### config.mk
export PLATFORM = sky130hd
export DESIGN_NAME = mar_unit
export DESIGN_NICKNAME = d
export VERILOG_FILES = /design/src/rtl/mar_pkg.sv /design/src/rtl/mar_src_mux.sv /design/src/rtl/mar_unit.sv
export SDC_FILE = /design/constraint.sdc
export NUM_CORES = 1
export LEC_CHECK = 0
export BUFFER_PORTS_ARGS = -buffer_cell sky130_fd_sc_hd__buf_2
export CELL_PAD_IN_SITES_DETAIL_PLACEMENT = 2
export CELL_PAD_IN_SITES_GLOBAL_PLACEMENT = 2
export CORE_MARGIN = 2
export CORE_UTILIZATION = 25
export CTS_CLUSTER_DIAMETER = 40
export DETAILED_ROUTE_END_ITERATION = 8
export GPL_TIMING_DRIVEN = 0
export PLACE_DENSITY = 0.82
export REMOVE_ABC_BUFFERS = 1
export SYNTH_ARGS = -nofsm -noshare
export SYNTH_HDL_FRONTEND = slang
export SYNTH_SLANG_ARGS = --single-unit
### constraint.sdc
create_clock -name clk -period 4.8 [get_ports clk]
set_input_delay 0.48 -clock clk [delete_from_list [all_inputs] [get_ports clk]]
set_output_delay 0.48 -clock clk [all_outputs]
set_load 0.01 [all_outputs]
### src/rtl/mar_pkg.sv
// Shared types and helpers for the memory-address-register unit.
// Used by mar_src_mux and mar_unit.
package mar_pkg;

   typedef enum logic [1:0] {
      IDLE = 2'd0,
      REQ  = 2'd1,
      DONE = 2'd2
   } mar_state_e;

   localparam int unsigned MAR_RESET_ADDR_DEFAULT = 0;

   // Bit offset of source idx inside a packed bus of width-bit sources.
   function automatic int unsigned src_lsb(input int unsigned idx, input int unsigned width);
      return idx * width;
   endfunction

endpackage

### src/rtl/mar_src_mux.sv
// N-way address source selector. An out-of-range select yields zero and
// raises sel_invalid_o, matching the old default-to-zero mux.
module mar_src_mux
   import mar_pkg::*;
#(
   parameter int ADDR_W  = 16,
   parameter int NUM_SRC = 4,
   parameter int SEL_W   = $clog2(NUM_SRC)
) (
   input  logic [NUM_SRC*ADDR_W-1:0] src_addr_i,
   input  logic [SEL_W-1:0]          sel_i,
   output logic [ADDR_W-1:0]         addr_o,
   output logic                      sel_invalid_o
);

   logic [ADDR_W-1:0]  src_arr [NUM_SRC];
   logic [NUM_SRC-1:0] hit;

   generate
      for (genvar gi = 0; gi < NUM_SRC; gi++) begin : g_src
         assign src_arr[gi] = src_addr_i[src_lsb(gi, ADDR_W) +: ADDR_W];
         assign hit[gi]     = (sel_i == SEL_W'(gi));
      end
   endgenerate

   // AND-OR selection keeps out-of-range selects at zero without indexing past the array.
   always_comb begin
      addr_o = '0;
      for (int i = 0; i < NUM_SRC; i++) begin
         if (hit[i]) begin
            addr_o = addr_o | src_arr[i];
         end
      end
   end

   assign sel_invalid_o = ~|hit;

endmodule

### src/rtl/mar_unit.sv
// Memory address register with source select, increment/wrap and a req/ack access.
// Optional MAR_AUTOINC_EN adds auto_inc: post-increment the MAR in the DONE cycle.
module mar_unit
   import mar_pkg::*;
#(
   parameter int                ADDR_W     = 16,
   parameter int                NUM_SRC    = 4,
   parameter logic [ADDR_W-1:0] RESET_ADDR = ADDR_W'(MAR_RESET_ADDR_DEFAULT),
   localparam int               SEL_W      = $clog2(NUM_SRC)
) (
   input  logic                      clk,
   input  logic                      rst,
   input  logic [NUM_SRC*ADDR_W-1:0] src_addr,
   input  logic [SEL_W-1:0]          src_sel,
   input  logic                      load,
   input  logic                      inc,
`ifdef MAR_AUTOINC_EN
   input  logic                      auto_inc,
`endif
   output logic                      cmd_ready,
   output logic [ADDR_W-1:0]         mar_out,
   output logic                      mem_req,
   input  logic                      mem_ack,
   output logic                      done,
   output logic                      wrap,
   output logic                      sel_err
);

   mar_state_e        state_q, state_d;
   logic [ADDR_W-1:0] mar_q, mar_d;
   logic              wrap_q, wrap_d;
   logic              sel_err_q, sel_err_d;
`ifdef MAR_AUTOINC_EN
   logic              auto_q, auto_d;
`endif

   logic [ADDR_W-1:0] mux_addr;
   logic              mux_invalid;
   logic [ADDR_W:0]   inc_sum;

   mar_src_mux #(
      .ADDR_W  (ADDR_W),
      .NUM_SRC (NUM_SRC),
      .SEL_W   (SEL_W)
   ) u_src_mux (
      .src_addr_i    (src_addr),
      .sel_i         (src_sel),
      .addr_o        (mux_addr),
      .sel_invalid_o (mux_invalid)
   );

   // Carry out of the increment marks the all-ones to zero rollover.
   assign inc_sum = {1'b0, mar_q} + {{ADDR_W{1'b0}}, 1'b1};

   always_comb begin
      state_d   = state_q;
      mar_d     = mar_q;
      wrap_d    = wrap_q;
      sel_err_d = 1'b0;
`ifdef MAR_AUTOINC_EN
      auto_d    = auto_q;
`endif
      case (state_q)
         IDLE: begin
            if (load) begin
               mar_d     = mux_addr;
               wrap_d    = 1'b0;
               sel_err_d = mux_invalid;
               state_d   = REQ;
`ifdef MAR_AUTOINC_EN
               auto_d    = auto_inc;
`endif
            end else if (inc) begin
               mar_d   = inc_sum[ADDR_W-1:0];
               wrap_d  = wrap_q | inc_sum[ADDR_W];
               state_d = REQ;
`ifdef MAR_AUTOINC_EN
               auto_d  = auto_inc;
`endif
            end
         end
         REQ: begin
            if (mem_ack) begin
               state_d = DONE;
            end
         end
         DONE: begin
            state_d = IDLE;
`ifdef MAR_AUTOINC_EN
            if (auto_q) begin
               mar_d  = inc_sum[ADDR_W-1:0];
               wrap_d = wrap_q | inc_sum[ADDR_W];
            end
`endif
         end
         default: begin
            state_d = IDLE;
         end
      endcase
   end

   always_ff @(posedge clk) begin
      if (rst) begin
         state_q   <= IDLE;
         mar_q     <= RESET_ADDR;
         wrap_q    <= 1'b0;
         sel_err_q <= 1'b0;
`ifdef MAR_AUTOINC_EN
         auto_q    <= 1'b0;
`endif
      end else begin
         state_q   <= state_d;
         mar_q     <= mar_d;
         wrap_q    <= wrap_d;
         sel_err_q <= sel_err_d;
`ifdef MAR_AUTOINC_EN
         auto_q    <= auto_d;
`endif
      end
   end

   // All status outputs decode straight from registered state.
   assign cmd_ready = (state_q == IDLE);
   assign mem_req   = (state_q == REQ);
   assign done      = (state_q == DONE);
   assign mar_out   = mar_q;
   assign wrap      = wrap_q;
   assign sel_err   = sel_err_q;

endmodule

== Word level (Yosys, flattened, before mapping) ==
Index checks and enable logic that the tools add are counted.
Storage, ports and cells
  output and inout bits: 21
  RAM bits: 0
  memories kept: 0
  ROM bits: 0
  flip-flop bits (word level): 20
  bits in latches: 0
  input bits: 71
Cells by class
  $lt $le $gt $ge: 0
  $add $sub $neg: 1
  bitwise logic cells: 6
  eq/ne operators: 7
  multipliers: 0
  muxes and demuxes: 12
  div/mod/pow operators: 0
  shifts and indexed selects: 0
  reduce and logical (&&, ||, !) cells: 8
Operators with widths (count)
  2-to-1 mux 16 bit: 6
  bitwise OR 16 bit: 3
  adder 16 x 1 -> 17 bit (second input constant): 1
  equality test 2 bit (second input constant): 3
  2-to-1 mux 2 bit: 3
  equality test 2 x 1 -> 1 bit (second input constant): 2
  logical NOT 2 bit: 2
  case mux 2 bit (2 select lines): 1
  AND reduction 2 bit: 2
  OR reduction 4 bit: 1
  inequality test 3 bit (second input constant): 1
  OR reduction 3 bit: 1
  2-to-1 mux 1 bit: 2
  inequality test 2 x 1 -> 1 bit (second input constant): 1
  inverter 1 bit: 2
  nonzero test 2 bit: 1
  logical NOT 1 bit: 1
  bitwise OR 1 bit: 1

== Depth between registers and ports, before layout ==
Gate-level depths: netlist (run 1).
  word-level depth: 9
  depth in mapped cells: 6
  depth with buffers taken out: 5

== Hierarchy ==
From an unflattened synthesis (run 1), not the netlist that was laid out.
Second synthesis, totals
  cells, all modules: 176
  area total of the unflattened synthesis: 1694.1 um^2
By module, submodules not included
  mar_unit: cells each 154, area an instance 1255.0 um^2, instances 1
  mar_src_mux: cells each 22, area an instance 439.2 um^2, instances 1

== Worst setup path after synthesis (run 1) ==
Ideal clock, no wire load.
  kind: input to register
  from: input src_sel[0]
  to: register mar_q[11] (netlist: mar_out[11])
  setup time: 132 ps
  arrival: 1750 ps
  cell stages on the path: 5
  data required time: 4668 ps
  path slack: 2918 ps
  cell sequence: buf_2 buf_2 mux4_2 a22oi_1 a21oi_1
On the way
  longest elaborated chain between the ends: 9
  elaborated cells on any way between the ends: 12
  those cells by class: eq/ne (3); mux (5); bitwise (3); reduce/logical (1)
Ends and longest elaborated chain
  from (decl): line mar_unit.sv:14  | input logic [SEL_W-1:0] src_sel,
  logical NOT 2 bit: line mar_src_mux.sv:22  | assign hit[gi] = (sel_i == SEL_W'(gi));
  2-to-1 mux 16 bit: line mar_src_mux.sv:30  | if (hit[i]) begin
  bitwise OR 16 bit: line mar_src_mux.sv:31  | addr_o = addr_o | src_arr[i];
  2-to-1 mux 16 bit: line mar_src_mux.sv:30
  bitwise OR 16 bit: line mar_src_mux.sv:31
  2-to-1 mux 16 bit: line mar_src_mux.sv:30
  bitwise OR 16 bit: line mar_src_mux.sv:31
  2-to-1 mux 16 bit (*): line mar_src_mux.sv:30
  2-to-1 mux 16 bit (*): line mar_unit.sv:65  | if (load) begin
  to (signal assigned): line mar_unit.sv:113  | mar_q <= mar_d;
  to (decl): line mar_unit.sv:30  | logic [ADDR_W-1:0] mar_q, mar_d;
Every way passes the cells marked *; elsewhere a longest branch is shown, timed or not.
A chain may end at the register's enable or synchronous reset.

== Worst setup path after layout (run 1) ==
  from: input load
  to: register mar_q[15] (netlist: mar_out[15])
On the way
  longest elaborated chain between the ends: 2
  elaborated cells on any way between the ends: 3
  those cells by class: mux (1); reduce/logical (2)
Ends and longest elaborated chain
  from (decl): line mar_unit.sv:15  | input logic load,
  nonzero test 2 bit (no source line)
  AND reduction 2 bit (no source line)
Several ways; a longest one is shown, not always the timed one.

==> results.py, run 1 <==
metrics = {
    "clock_network": {
        "numCtsBuffers": 3,
        "cts_hold_buf": 0,
        "tritoncts_sink_count": 20,
        "clock_insertion_delay_worst_skew_ns": 0.27,
        "post_cts.repair.setup_buffers": 0,
        "ctsLongestPathBuffers": 2,
        "cts_repair_resize_count": 0,
        "cts_tree": "built",
        "root_buffer": "clkbuf_8",
        "cts.htree.levels": 1,
        "clkSlewWorstSetupHoldPaths_ns": 0.09,
    },
    "global_route": {
        "grt.total_usage_pct": 18.2,
        "grt-ovfl-total": 0,
        "pin_count_of_the_biggest_net_entering_global_routing": 35,
        "grt_first_pass_wirelength_um": 9410,
        "via_count_of_the_first_global_routing_pass": 1942,
        "antenna_violations_before_repair": 0,
    },
    "timing": {
        "fin_worst_hold_slack_ns": 0.471,
        "finalHoldViolCount": 0,
        "maximum_clock_rate_ghz": 0.432,
        "finalClockSkew_ns": 0.00338,
        "relative_slew_slack_pct": 28.4,
        "totalNegativeSetupSlack_ns": 0,
        "slew_viol_final": 0,
        "setup_violations": 0,
        "unrepaired_setup_endpoints_after_global_routing": "no",
        "final.period_utilization_pct": 48.3,
        "layout_min_cycle_time_ns": 2.32,
        "worst_pin_slew_ns": 1.07,
    },
    "synth": {
        "synthesis.area_um2": 1530,
        "fraction_of_registers_with_async_set_reset_pct": 0,
        "synth_area_per_cell_um2": 9.05,
        "yosysWarningCount": 0,
        "number_of_synthesized_flops_with_an_enable_pin": 0,
        "synth.yosys.seq_area_share_pct": 26.2,
        "synthesized_flop_and_latch_total": 20,
        "postSynthCellCount": 169,
        "synthDistinctLibCells": 41,
        "yosys_most_used_dff": "dfxtp_1",
    },
    "power_and_ir_drop": {
        "power_density_nw_per_um2": 253,
        "leakage_uw": 0.000862,
        "total_power_uw": 531,
        "peakVddDrop_uv": 142,
    },
    "worst_setup_path": {
        "path_class": "in -> reg",
        "critPathRequiredTime_ns": 5.00,
        "crit_path_end_kind": "flop",
        "critical_path.startpoint_type": "primary input",
        "worst_ep_arrival_time_ns": 2.51,
        "cp_max_fo": 34,
    },
    "finish": {
        "fraction_of_final_layout_cells_with_drive_strength_greater_than_1_pct": 44.2,
        "syn2layout_area_growth_pct": 37.2,
        "antenna_diode_count": 0,
        "final_net_count": 324,
        "stdcell_area_um2": 2100,
        "filler_cell_count": 712,
        "finalCoreUtilization_pct": 35.4,
    },
    "place": {
        "dpl-instance-area_um2": 2030,
        "place.port_buffers": 91,
        "gp_congestion": 0.781,
        "place_hpwl_um": 4400,
    },
    "outcome": {
        "run_status": "completed",
    },
    "floorplanning": {
        "pin_count": 92,
        "effective_utilization_at_floorplan_pct": 25.8,
        "die_area_um2": 6760,
        "die-height_um": 82.2,
        "core_area_um2": 5920,
        "num_rows": 28,
        "chipWidth_um": 82.2,
    },
    "routing": {
        "drt-vias-per-instance": 5.50,
        "drt_first_iter_violations": 90,
        "num_vias": 1792,
        "post_drt_wl_per_cell_um": 18.0,
        "drt_pre_antenna_iters": 4,
        "post-route-drc-count": 0,
        "final_antenna_net_count": 0,
        "wirelength_um": 5870,
    },
    "hold_path": {
        "hold_path_class": "in -> reg",
    },
    "flow_run": {
        "max-cap-violations": 0,
    },
}
==> stage by stage <==
stage	worst slack [ns]	std cells
after floorplan	2.77	156
after global placement	2.36	322
after detailed placement	2.27	322
after CTS	2.50	326
after global routing	2.31	326
final	2.48	326
==> Yosys cell counts, types with 2 or more instances <==
cell type,n,area [µm²]
or4_1,3,22.5
buf_2,2,10.0
dfxtp_1,20,400
mux2i_1,4,40.0
a31oi_1,7,43.8
nand2_1,8,30.0
a21oi_1,15,75.1
nand4b_1,2,17.5
nor4_1,10,62.6
nand2b_1,2,12.5
nand4_1,4,25.0
nor3_1,5,25.0
a22oi_1,6,45.0
o21ai_0,5,25.0
clkbuf_1,10,37.5
and3_1,2,12.5
inv_1,3,11.3
a211oi_1,2,15.0
o22ai_1,2,12.5
o21a_1,2,15.0
mux4_2,16,360
nor2b_1,6,37.5
nand3_1,6,30.0
nor2_1,10,37.5
==> state kept, by name, indices dropped and copies added (netlist names) <==
register / flops
wrap: 1
sel_err: 1
state_q: 2
mar_out: 16
==> path summary, 6_finish.rpt <==
check              from     endpoint  slack, ns  cells after the start
max                load  mar_out[15]       2.48                      5
min             mem_ack   state_q[1]       0.47                      2
max reg2reg  mar_out[4]  mar_out[13]       2.50                      4
min reg2reg  mar_out[6]   mar_out[6]       0.53                      2
==> placed cells by master (no fill, tap or decap), types with 2 or more instances in the layout <==
master and instances:
o21ai_0 5, mux4_2 16, buf_2 91, clkbuf_8 3, nand4_1 4, nor2_1 10
dfxtp_1 20, mux2i_1 4, nand2b_1 2, a31oi_1 7, nand3_1 6, a21oi_1 15
o21a_1 2, and3_1 2, nor2b_1 6, nand4b_1 2, a211oi_1 2, o22ai_1 2
a22oi_1 6, nor4_1 10, inv_1 3, nor3_1 5, or4_1 3, nand2_1 8
==> metal layers <==
metal	global-route usage, %	part of all wire (%)	vias up	wire length [µm]
li1	-	-	840	-
met1	22.1	42	890	2460
met2	33.6	52	56	3070
met3	2.93	4.9	6	288
met4	3.83	0.87	0	51
met5	0	0	-	0
==> report_power, final <==
part | internal (µW) | switching, µW
sequential | 180 | 21.9
combinational | 74.0 | 75.9
clock | 111 | 67.0
==> cell type report <==
class / instances / area (µm²) / area share [%]
Timing Repair Buffer: 91 / 455 / 21.7
Multi-Input combinational cell: 132 / 1060 / 50.6
Clock buffer: 3 / 41.3 / 1.97
Inverter: 4 / 15.0 / 0.716
Sequential cell: 20 / 400 / 19.1
Tap cell: 75 / 93.8 / 4.47
Clock inverter: 1 / 30.0 / 1.43
==> cell families (layout without fill, tap and decap cells) <==
logic type	after synthesis	after routing	share of synthesized area [%]
AND/OR/NAND/NOR	62	62	22.4
AO/OA/AOI/OAI	48	48	19.8
multiplexers	20	20	26.2
flip-flops	20	20	26.2
buffers and inverters	17	99	4.34
adder cells (fa/ha/maj)	1	1	0.818
other	1	1	0.245
==> worst max-delay path, cell delays in order <==
cell	delay [ns]
buf_2	0.48
clkinv_1	0.44
nor2_1	0.71
a22oi_1	0.17
a21oi_1	0.22
No activity file was read; power rests on OpenSTA's default activity.
==> run 2: changes to the inputs <==
--- a/config.mk
+++ b/config.mk
@@ -5,15 +5,16 @@
 export SDC_FILE = /design/constraint.sdc
 export NUM_CORES = 1
 export LEC_CHECK = 0
+export ABC_AREA = 1
 export BUFFER_PORTS_ARGS = -buffer_cell sky130_fd_sc_hd__buf_2
 export CELL_PAD_IN_SITES_DETAIL_PLACEMENT = 2
 export CELL_PAD_IN_SITES_GLOBAL_PLACEMENT = 2
 export CORE_MARGIN = 2
-export CORE_UTILIZATION = 25
+export CORE_UTILIZATION = 21
 export CTS_CLUSTER_DIAMETER = 40
 export DETAILED_ROUTE_END_ITERATION = 8
 export GPL_TIMING_DRIVEN = 0
-export PLACE_DENSITY = 0.82
+export PLACE_DENSITY = 0.77
 export REMOVE_ABC_BUFFERS = 1
 export SYNTH_ARGS = -nofsm -noshare
 export SYNTH_HDL_FRONTEND = slang
==> constraint.sdc (replaced) <==
create_clock -name clk -period 2.2 [get_ports clk]
set_input_delay 0.22 -clock clk [delete_from_list [all_inputs] [get_ports clk]]
set_output_delay 0.22 -clock clk [all_outputs]
set_load 0.01 [all_outputs]
==> results.py, run 2 <==
metrics = {
    "outcome": {
        "run_status": "completed",
    },
    "worst_setup_path": {
        "crit_path_end_kind": "flop",
        "timing.rr.end": "wrap",
        "path_class": "reg -> reg",
        "flop_to_flop_setup_slack_ns": 0.23,
        "critical_path.startpoint_type": "flop",
        "crit_path_top_delay_cell": "nor2_4",
        "worst_path_dominant_cell_family": "simple AND/OR/NAND/NOR gates",
        "crit_path_cell_trace": "inv_1 > nand2_1 > nor2_4 > inv_1 > nor3_1 > a21oi_1 > nor2_1",
        "cp_common_cell": "inv_1",
        "critPathRequiredTime_ns": 2.41,
        "path_depth": 7,
        "cp_max_fo": 20,
        "critPathLaunch": "state_q[0]",
        "worst_ep_arrival_time_ns": 2.18,
        "reg2reg_depth": 7,
        "worstSetupEndpoint": "wrap",
        "timing.rr.start": "state_q[0]",
        "worst_path_largest_cell_delay_ns": 0.43,
        "timing.critical_path.buf_inv": 2,
    },
    "clock_network": {
        "cts.htree.levels": 1,
        "clock_insertion_delay_worst_skew_ns": 0.26,
        "cts_tree": "built",
        "cts_hold_buf": 0,
        "post_cts.repair.setup_buffers": 0,
        "ctsLongestPathBuffers": 2,
        "numCtsBuffers": 3,
        "clkSlewWorstSetupHoldPaths_ns": 0.08,
        "cts_repair_resize_count": 2,
        "root_buffer": "clkbuf_8",
        "tritoncts_sink_count": 20,
    },
    "floorplanning": {
        "num_rows": 32,
        "core_area_um2": 7730,
        "chipWidth_um": 93.5,
        "pin_count": 92,
        "effective_utilization_at_floorplan_pct": 21.7,
        "die-height_um": 93.5,
        "die_area_um2": 8730,
    },
    "synth": {
        "synth_area_per_cell_um2": 5.83,
        "ys_top_cells_by_area": "nand2_1, dfxtp_1, a21oi_1",
        "synthDistinctLibCells": 25,
        "yosys_most_used_dff": "dfxtp_1",
        "yosysWarningCount": 0,
        "synth_top_cell_area_share_pct": 25.9,
        "postSynthCellCount": 288,
        "synth.yosys.seq_area_share_pct": 23.8,
        "number_of_synthesized_flops_with_an_enable_pin": 0,
        "yosys.area.top_type": "nand2_1",
        "synthesis.area_um2": 1680,
        "fraction_of_registers_with_async_set_reset_pct": 0,
        "synth_common_cells": "nand2_1, a21oi_1, nor2_1, dfxtp_1, inv_1",
        "synthMostInstantiatedCell": "nand2_1",
        "synthesized_flop_and_latch_total": 20,
    },
    "timing": {
        "finalHoldViolCount": 0,
        "final.period_utilization_pct": 89.7,
        "relative_slew_slack_pct": 62.6,
        "slew_viol_final": 0,
        "setup_violations": 0,
        "layout_min_cycle_time_ns": 1.97,
        "finalClockSkew_ns": 0.00512,
        "worst_pin_slew_ns": 0.557,
        "maximum_clock_rate_ghz": 0.507,
        "totalNegativeSetupSlack_ns": 0,
        "unrepaired_setup_endpoints_after_global_routing": "no",
    },
    "finish": {
        "finalCoreUtilization_pct": 28.5,
        "largest_register_ff_count": 16,
        "layout_common_cells": "nand2_1, buf_2, a21oi_1",
        "layout.cells.most_common": "nand2_1",
        "antenna_diode_count": 0,
        "final_net_count": 445,
        "post_layout_nonfiller_instances": 473,
        "syn2layout_area_growth_pct": 31.0,
        "fraction_of_final_layout_cells_with_drive_strength_greater_than_1_pct": 28.0,
    },
    "place": {
        "place.port_buffers": 91,
        "dpl.cell_count": 470,
        "place_hpwl_um": 5670,
        "gp_congestion": 0.723,
    },
    "hold_path": {
        "hold_path_class": "in -> reg",
    },
    "global_route": {
        "via_count_of_the_first_global_routing_pass": 2417,
        "grt-ovfl-total": 0,
        "grt.total_usage_pct": 16.6,
        "antenna_violations_before_repair": 0,
        "grt_first_pass_wirelength_um": 11500,
        "pin_count_of_the_biggest_net_entering_global_routing": 21,
    },
    "routing": {
        "num_vias": 2229,
        "drt_pre_antenna_iters": 4,
        "final_antenna_net_count": 0,
        "drt_first_iter_violations": 56,
        "wirelength_um": 7090,
        "post-route-drc-count": 0,
        "post_drt_wl_per_cell_um": 15.0,
        "drt-vias-per-instance": 4.71,
    },
    "flow_run": {
        "max-cap-violations": 0,
    },
    "power_and_ir_drop": {
        "power_density_nw_per_um2": 493,
        "leakage_uw": 0.00105,
        "peakVddDrop_uv": 190,
    },
}
## run 2: how the worst min path moves through the flow
| stage | startpoint | endpoint | slack (ns) | cells after the start |
|---|---|---|---|---|
| after floorplan | rst | mar_out[3] | 0.29 | 1 |
| after global placement | state_q[1] | state_q[1] | 0.43 | 1 |
| after CTS | rst | mar_out[3] | 0.18 | 2 |
| after detailed placement | state_q[1] | state_q[1] | 0.44 | 1 |
| after global routing | rst | mar_out[3] | 0.18 | 2 |
| final | rst | mar_out[3] | 0.18 | 2 |
## run 2: metrics by stage
step,power (µW),setup WS [ns],hold slack [ns],cell area [µm²]
finish,1090,0.227,0.181,2200
global route,1170,0.0327,0.179,2200
CTS,1110,0.171,0.176,2200
detailed placement,846,-0.698,0.444,2150
global placement,826,-0.620,0.433,2150
floorplan,649,0.437,0.289,1570
## run 2: per-layer routing
| metal | up-vias | GRT usage (%) | wire (µm) |
|---|---|---|---|
| li1 | 1104 | - | - |
| met5 | - | 0 | 0 |
| met4 | 0 | 1.47 | 0 |
| met1 | 1078 | 19.1 | 3000 |
| met2 | 47 | 32.9 | 3800 |
| met3 | 0 | 2.58 | 283 |
## run 2: power by group
group,total (µW),internal (µW),switching [µW]
clock network,256,122,134
registers,457,401,56.3
logic,372,150,221
total,1090,674,412
## run 2: final cells by class
type	instances	area (µm²)
Tap cell	102	128
Clock buffer	3	41.3
Inverter	22	82.6
Multi-Input combinational cell	235	1090
Sequential cell	20	400
Timing Repair Buffer	91	455
Fill cell	1013	5530
## run 2: logic make-up after synthesis
kind of cell | share of synthesized area [%]
AOI/OAI and AO/OA | 15.3
DFF | 23.8
buffers and inverters | 11.5
and+or+nand+nor | 45.7
adders and majority gates | 0.744
xor gates and xnor gates | 2.61
other | 0.223
